### src/rtl/sevenseg_scan_ctrl.sv
// Multiplexed seven-segment scanner: time-slices NDIGITS digits onto shared cathodes,
// with a frame-synchronous shadow copy of the display value, PWM dimming and guard blanking.
module sevenseg_scan_ctrl #(
    parameter int NDIGITS    = 8,
    parameter int CLK_DIV    = 1000,
    parameter int GUARD      = 2,
    parameter int PWM_BITS   = 4,
    parameter int ACTIVE_LOW = 1
) (
    input  logic                   clk,
    input  logic                   Rst,
    input  logic [4*NDIGITS-1:0]   value,
    input  logic                   hold,
    input  logic [NDIGITS-1:0]     digit_en,
    input  logic [NDIGITS-1:0]     dp,
    input  logic                   lz_suppress,
    input  logic [PWM_BITS-1:0]    brightness,
    output logic [NDIGITS-1:0]     an,
    output logic [6:0]             seg,
    output logic                   seg_dp,
    output logic                   frame_done
);

    localparam int PW = (CLK_DIV > 1) ? $clog2(CLK_DIV) : 1;
    localparam int IW = (NDIGITS > 1) ? $clog2(NDIGITS) : 1;

    localparam logic [NDIGITS-1:0] AN_OFF  = (ACTIVE_LOW != 0) ? '1 : '0;
    localparam logic [6:0]         SEG_OFF = (ACTIVE_LOW != 0) ? 7'h7F : 7'h00;
    localparam logic               DP_OFF  = (ACTIVE_LOW != 0);

    logic [PW-1:0]        p;
    logic [IW-1:0]        idx;
    logic [4*NDIGITS-1:0] shadow;
    logic                 first_cycle;

    logic                 slot_end;
    logic                 last_digit;
    logic                 boundary;
    logic [3:0]           nibble;
    logic                 en_bit;
    logic                 dp_bit;
    logic                 lz_bit;
    logic                 zero_run;
    logic                 lit;
    logic [NDIGITS-1:0]   an_next;
    logic [6:0]           seg_next;
    logic                 seg_dp_next;

    // Segment patterns are stored in active-low form; polarity is applied at the output.
    function automatic logic [6:0] decode7(input logic [3:0] n);
        logic [6:0] s;
        case (n)
            4'h0:    s = 7'b0000001;
            4'h1:    s = 7'b1001111;
            4'h2:    s = 7'b0010010;
            4'h3:    s = 7'b0000110;
            4'h4:    s = 7'b1001100;
            4'h5:    s = 7'b0100100;
            4'h6:    s = 7'b0100000;
            4'h7:    s = 7'b0001111;
            4'h8:    s = 7'b0000000;
            4'h9:    s = 7'b0000100;
            4'hA:    s = 7'b0001000;
            4'hB:    s = 7'b1100000;
            4'hC:    s = 7'b0110001;
            4'hD:    s = 7'b1000010;
            4'hE:    s = 7'b0110000;
            default: s = 7'b0111000;
        endcase
        return s;
    endfunction

    assign slot_end   = (p == PW'(CLK_DIV - 1));
    assign last_digit = (idx == IW'(NDIGITS - 1));
    assign boundary   = first_cycle || (slot_end && last_digit);

    // A digit is a leading zero when it and every digit above it are zero; digit 0 always shows.
    always_comb begin
        nibble   = 4'h0;
        en_bit   = 1'b0;
        dp_bit   = 1'b0;
        lz_bit   = 1'b0;
        zero_run = 1'b1;
        for (int i = NDIGITS - 1; i >= 0; i--) begin
            zero_run = zero_run && (shadow[4*i +: 4] == 4'h0);
            if (idx == IW'(i)) begin
                nibble = shadow[4*i +: 4];
                en_bit = digit_en[i];
                dp_bit = dp[i];
                lz_bit = lz_suppress && (i != 0) && zero_run;
            end
        end
    end

    always_comb begin
        lit = en_bit && !lz_bit && (int'(p) >= GUARD) && (p[PWM_BITS-1:0] <= brightness);
        an_next     = (lit ? (NDIGITS'(1) << idx) : '0) ^ AN_OFF;
        seg_next    = lit ? (decode7(nibble) ^ ~SEG_OFF) : SEG_OFF;
        seg_dp_next = (lit && dp_bit) ^ DP_OFF;
    end

    // Scan position and shadow register; the shadow only changes at frame boundaries.
    always_ff @(posedge clk) begin
        if (Rst) begin
            p           <= '0;
            idx         <= '0;
            shadow      <= '0;
            first_cycle <= 1'b1;
            frame_done  <= 1'b0;
        end else begin
            p           <= slot_end ? '0 : p + 1'b1;
            first_cycle <= 1'b0;
            frame_done  <= boundary;
            if (slot_end) begin
                idx <= last_digit ? '0 : idx + 1'b1;
            end
            if (boundary && !hold) begin
                shadow <= value;
            end
        end
    end

    always_ff @(posedge clk) begin
        if (Rst) begin
            an     <= AN_OFF;
            seg    <= SEG_OFF;
            seg_dp <= DP_OFF;
        end else begin
            an     <= an_next;
            seg    <= seg_next;
            seg_dp <= seg_dp_next;
        end
    end

endmodule

### config.mk
export PLATFORM = sky130hd
export DESIGN_NAME = sevenseg_scan_ctrl
export DESIGN_NICKNAME = d
export VERILOG_FILES = /design/src/rtl/sevenseg_scan_ctrl.sv
export SDC_FILE = /design/constraint.sdc
export NUM_CORES = 1
export LEC_CHECK = 0
export BUFFER_PORTS_ARGS = -buffer_cell sky130_fd_sc_hd__buf_4
export CAP_MARGIN = 20
export CORE_ASPECT_RATIO = 0.7
export CORE_MARGIN = 2
export CORE_UTILIZATION = 31
export DETAILED_ROUTE_END_ITERATION = 16
export GPL_TIMING_DRIVEN = 0
export PLACE_DENSITY = 0.61
export SETUP_SLACK_MARGIN = 0.3
export SLEW_MARGIN = 20
export SYNTH_ARGS = -nofsm -noshare
export SYNTH_HDL_FRONTEND = slang
export SYNTH_SLANG_ARGS = --single-unit
export TNS_END_PERCENT = 50
### constraint.sdc
create_clock -name clk -period 3.3 [get_ports clk]
set_clock_uncertainty 0.15 [all_clocks]
set_input_delay 0.165 -clock clk [delete_from_list [all_inputs] [get_ports clk]]
set_output_delay 0.165 -clock clk [all_outputs]
set_load 0.03 [all_outputs]
Word-level counts from Yosys, hierarchy flattened
Memory sizes are Yosys's and may differ from the RTL's. A register that Yosys moved wholly into a read port is not among the register bits.
Index checks and enable logic that the tools add are counted.
W data, S select, Z words.

storage, ports and cells
  output and inout port bits = 17
  bits in read-only memories = 112
  memories kept = 1
  bits in registers = 56

memory list
  memory            depth  bits a word  rd ports  clocked after memory_dff  write ports  RTL line  source
  (name not given)  16     7            1         1                         0            52        case (n)

cells by class
  bitwise operators = 3
  reduce and logical (&&, ||, !) cells = 32
  shift-type cells = 1
  $lt $le $gt $ge = 2
  $add $sub $neg = 2
  eq/ne operators = 8
  multiplexer cells = 35

operator list
  kind                     count
  $mux W4                  8
  $logic_not A4 Y1         7
  $mux W1                  25
  $logic_and A1 B1 Y1      19
  $eq A3 B3 Y1 const B     4
  $add A10 B1 Y10 const B  1
  $eq A10 B10 Y1 const B   1
  $ge A10 B2 Y1 const B    1
  $mux W8                  1
  $not A8 Y8               1
  $shl A1 B3 Y8 const A    1
  $eq A3 B2 Y1 const B     2
  $le A4 B4 Y1             1
  $reduce_or A2 Y1         2
  $add A3 B1 Y3 const B    1
  $eq A3 B1 Y1 const B     1
  $logic_not A3 Y1         1
  $mux W3                  1
  $logic_not A1 Y1         2
  $not A1 Y1               2
  $logic_or A1 B1 Y1       1

Logic depth before layout (Yosys ltp)
  word-level depth = 16
  depth in mapped cells = 14

Worst setup path after synthesis
Ideal clock, no wire load.

  kind = register to register
  start point = reg idx[1]
  end point = reg seg[2]
  path slack = 499 ps
  path buffers = 3
  period minus slack after synthesis = 2801 ps
  data arrival time = 2524 ps
  stages on the path, launching flop included = 14
  path through = dfxtp_1 > inv_1 > ha_1 > buf_6 > buf_6 > buf_6 > o31a_1 > o32a_1 > nor2_1 > inv_1 > ha_1 > nand2b_1 > o211ai_1 > o211ai_2

between the ends
  longest elaborated chain between the ends = 15

ends and longest elaborated chain
  element                            RTL line  source
  start, declared                    32        logic [IW-1:0] idx;
  start signal, assigned             115       idx <= last_digit ? '0 : idx + 1'b1;
  $eq A3 B3 Y1                       86        if (idx == IW'(i)) begin
  $mux W1 (8 in series)              86
  $logic_not A1 Y1                   96        lit = en_bit && !lz_bit && (int'(p) >= GUARD) && (p[PWM_BITS-1:0] <= brightness);
  $logic_and A1 B1 Y1 (3 in series)  96
  $not A1 Y1 (no line)               n/a
  $reduce_or A2 Y1 (no line)         n/a
  end, declared                      19        output logic [6:0] seg,

Several ways; a longest one is shown, not always the timed one.
A chain may end at the register's enable or synchronous reset.

Worst setup path after layout
  start point = reg idx[0]
  end point = reg seg[2]

Same word-level chain as after synthesis.

==> flow_metrics.tcl <==
set metrics [dict create \
    hold_violations 0 \
    crit_required_ns 3.36 \
    diodes 0 \
    netlist_top_cells_area "dfxtp_1 36%, nand2_1 8.8%, a21oi_1 8.0%, ha_1 6.1%, nor2_1 3.4%" \
    multi_input_area_mm2 0.002004 \
    io_buffers 72 \
    antenna_found_initial 0 \
    routed_wl_mm 10.84 \
    yosys_warnings 0 \
    path_buf_inv 4 \
    r2r-start "idx[0]" \
    synth_compound_gate_area_share 0.2238 \
    max-vdd-ir-drop_v 0.0002295 \
    final_nets 619 \
    synth_mux_area_frac 0.01772 \
    critPathLaunchType "register" \
    ys_seq_elements 63 \
    setup_violations 0 \
    rows 32 \
    die_h_um 92.40 \
    netlist_area_mm2 0.003461 \
    synthCells 426 \
    clockRootBuffer "clkbuf_16" \
    ys_types 64 \
    insertion_delay_ns 0.34 \
    avgRoutedWirePerCell_um 15.39 \
    fin_total_pwr_mw 2.162 \
    rsz0062_at_grt "no" \
    post-synth-top-area-fraction 0.3644 \
    die-area_mm2 0.01204 \
    synth_area_leader_cell "dfxtp_1" \
    synth-edff-count 0 \
    grt_max_degree 13 \
    slowest_stage "o32a_1" \
    critPathTopFamily "compound AO/OA/AOI/OAI gates" \
    worst_hold_path_type "primary input to register" \
    powerDensity_mw_per_mm2 435.7 \
    dr.pass1.iters 5 \
    drt_iter0_markers 241 \
    min_from "dp[3]" \
    vias 3489 \
    cts_num_sinks 63 \
    grt_pass1_wl_mm 17.13 \
    grt_pass1_vias 3457 \
    drc 0 \
    synthArstFlopShare 0 \
    cp_cell_sequence "inv_1 > ha_1 > buf_6 > buf_4 > a21oi_1 > o21ai_0 > a211oi_1 > o32a_1 > nor2_4 > inv_1 > ha_2 > nand2b_1 > o211ai_1 > o211ai_2" \
    synthesis.nets 499 \
    cpPeakStageDelay_ns 0.39 \
    synth_top_family_by_area "simple AND/OR/NAND/NOR gates" \
    die_x_um 130.3 \
    fin_crit_ns 2.830 \
    viasPerCell 4.956 \
    status "finished, final reports clean" \
    hold_end "seg_dp" \
    crit_path_max_fanout 10 \
    grt.overflow.total 0 \
    drv_cap 0 \
    syn_area_per_cell_um2 8.124 \
    final_cell_area_mm2 0.004961 \
    crit_top_cell "inv_1" \
    final_cell_mix "81 x nand2_1, 80 x buf_4, 61 x dfxtp_1, 55 x a21oi_1, 35 x dlygate4sd3_1" \
    drive_gt1_frac 0.2668 \
    cts_buffer_depth 2 \
    cp-end-kind "register" \
    dpl.hpwl_mm 8.072 \
    place_area_mm2 0.004193 \
    min_delay_path_depth 4 \
    ff_latch_area_mm2 0.001264 \
    setup-tns-final_ns 0 \
    synthXorXnorAreaFrac 0.02025 \
    syn_to_final_growth_pct 43.35 \
    core_mm2 0.01093 \
    reg2reg_slack_ns 0.47 \
    tightest_slew_ns 0.5852 \
    cts_tree "done" \
    fillers 1106 \
    place_congestion 0.9081 \
    synth-simple-area-share 0.2462 \
    crit_type "register to register" \
    start_util 0.3166 \
    ys.flop_type "dfxtp_1" \
    ant_nets 0 \
    fin_crit_sh 0.8577 \
    worstPathArrival_ns 2.89 \
    numCtsBuffers 9 \
    path_clk_slew_ns 0.05 \
    h-tree-depth 3 \
    max_freq_ghz 0.3533 \
    slew_headroom 0.6063 \
    r2r-end "seg[2]" \
    slew_violations 0 \
    p_leak_nw 1.957 \
    final_common_cell "nand2_1" \
    io-pin-count 73 \
    reg2reg_depth 14 \
    grt_use_total 0.1865 \
    synth_seq_area_share 0.3644 \
    synthAdderAreaFrac 0.06146 \
]
==> layer usage <==
metal	vias up	wire, um	track usage
met1	1600	5139	0.2465
li1	1736	-	-
met5	-	0	0
met2	141	4652	0.2928
met4	0	114	0.04122
met3	12	929	0.06528
==> kinds of logic (layout without fill, tap and decap cells) <==
logic type,after synthesis,in the layout
muxes,6,6
DFF,63,63
buffers and inverters,43,168
AOI/OAI and AO/OA,115,115
xor gates and xnor gates,8,8
adders and majority gates,17,17
and+or+nand+nor,174,174
==> worst reg2reg max path, delay by kind of cell, from the launching register on <==
family | cells | cell delay, ns
AOI/OAI and AO/OA | 6 | 0.88
adders and majority gates | 2 | 0.48
buffers and inverters | 4 | 0.57
DFF | 1 | 0.34
and+or+nand+nor | 2 | 0.29
==> power by group <==
group,internal [mW],switching (mW)
Combinational,0.133,0.120
Clock,0.738,0.352
Sequential,0.791,0.0278
Total,1.66,0.500
==> timing repair <==
| action | 4_1_cts | 5_1_grt |
|---|---|---|
| buffers inserted | 0 | 2 |
| hold buffers | 35 | 0 |
| resized for setup | 7 | 19 |
| pin swaps | 0 | 4 |
| hold endpoints to repair | 34 | 0 |
| endpoints found under the setup margin | 7 | 5 |
==> cells in the mapped netlist (all sizes together), types with 2 or more instances <==
library cell / count
a21oi: 58
a221oi: 2
a22oi: 4
and3: 2
buf: 20
clkbuf: 7
dfxtp: 63
ha: 17
inv: 15
mux2i: 5
nand2: 85
nand2b: 6
nand3: 15
nand3b: 3
nand4: 2
nand4b: 2
nor2: 32
nor2b: 10
nor3: 2
nor4: 7
o211ai: 6
o21ai: 15
o221ai: 4
o22ai: 6
o31a: 2
o41ai: 2
or2: 4
or4: 2
xnor2: 4
xor2: 4
==> how the worst max path moves through the flow <==
stage                start      to  slack [ns]  depth (start not counted)
floorplan           idx[1]  seg[2]        0.50                         13
global placement    idx[0]  seg[2]        0.01                         12
detailed placement  idx[0]  seg[2]       -0.05                         12
CTS                 idx[1]  seg[2]        0.30                         13
global route        idx[0]  seg[3]        0.28                         12
finish              idx[0]  seg[2]        0.47                         14
==> final cells by class <==
cell class                 instances  area share
inverter                          16     0.01261
timing repair buffer             109      0.1826
buffer                            27     0.03758
clock inverter                     7     0.02446
sequential                        63      0.2547
multi-input combinational        320      0.4040
clock buffer                       9     0.04540
tap                              153     0.03859
==> per-stage QoR <==
step | hold slack (ns) | util | cells | setup WS, ns
CTS | 0.01762 | 0.4493 | 702 | 0.3020
detailed placement | 0.1794 | 0.3836 | 651 | -0.04885
finish | 0.02752 | 0.4539 | 704 | 0.4697
floorplan | 0.04272 | - | 426 | 0.4986
global route | 0.06133 | 0.4539 | 704 | 0.2777
global placement | 0.1793 | 0.3836 | 651 | 0.01406
==> registers in the layout, indices dropped and copies added, names as in the netlist <==
signal and count:
frame_done 1, shadow 32, idx 3, p 10, seg_dp 1, first_cycle 1, an 8, seg 7
Power figures use the tool's default switching activity.
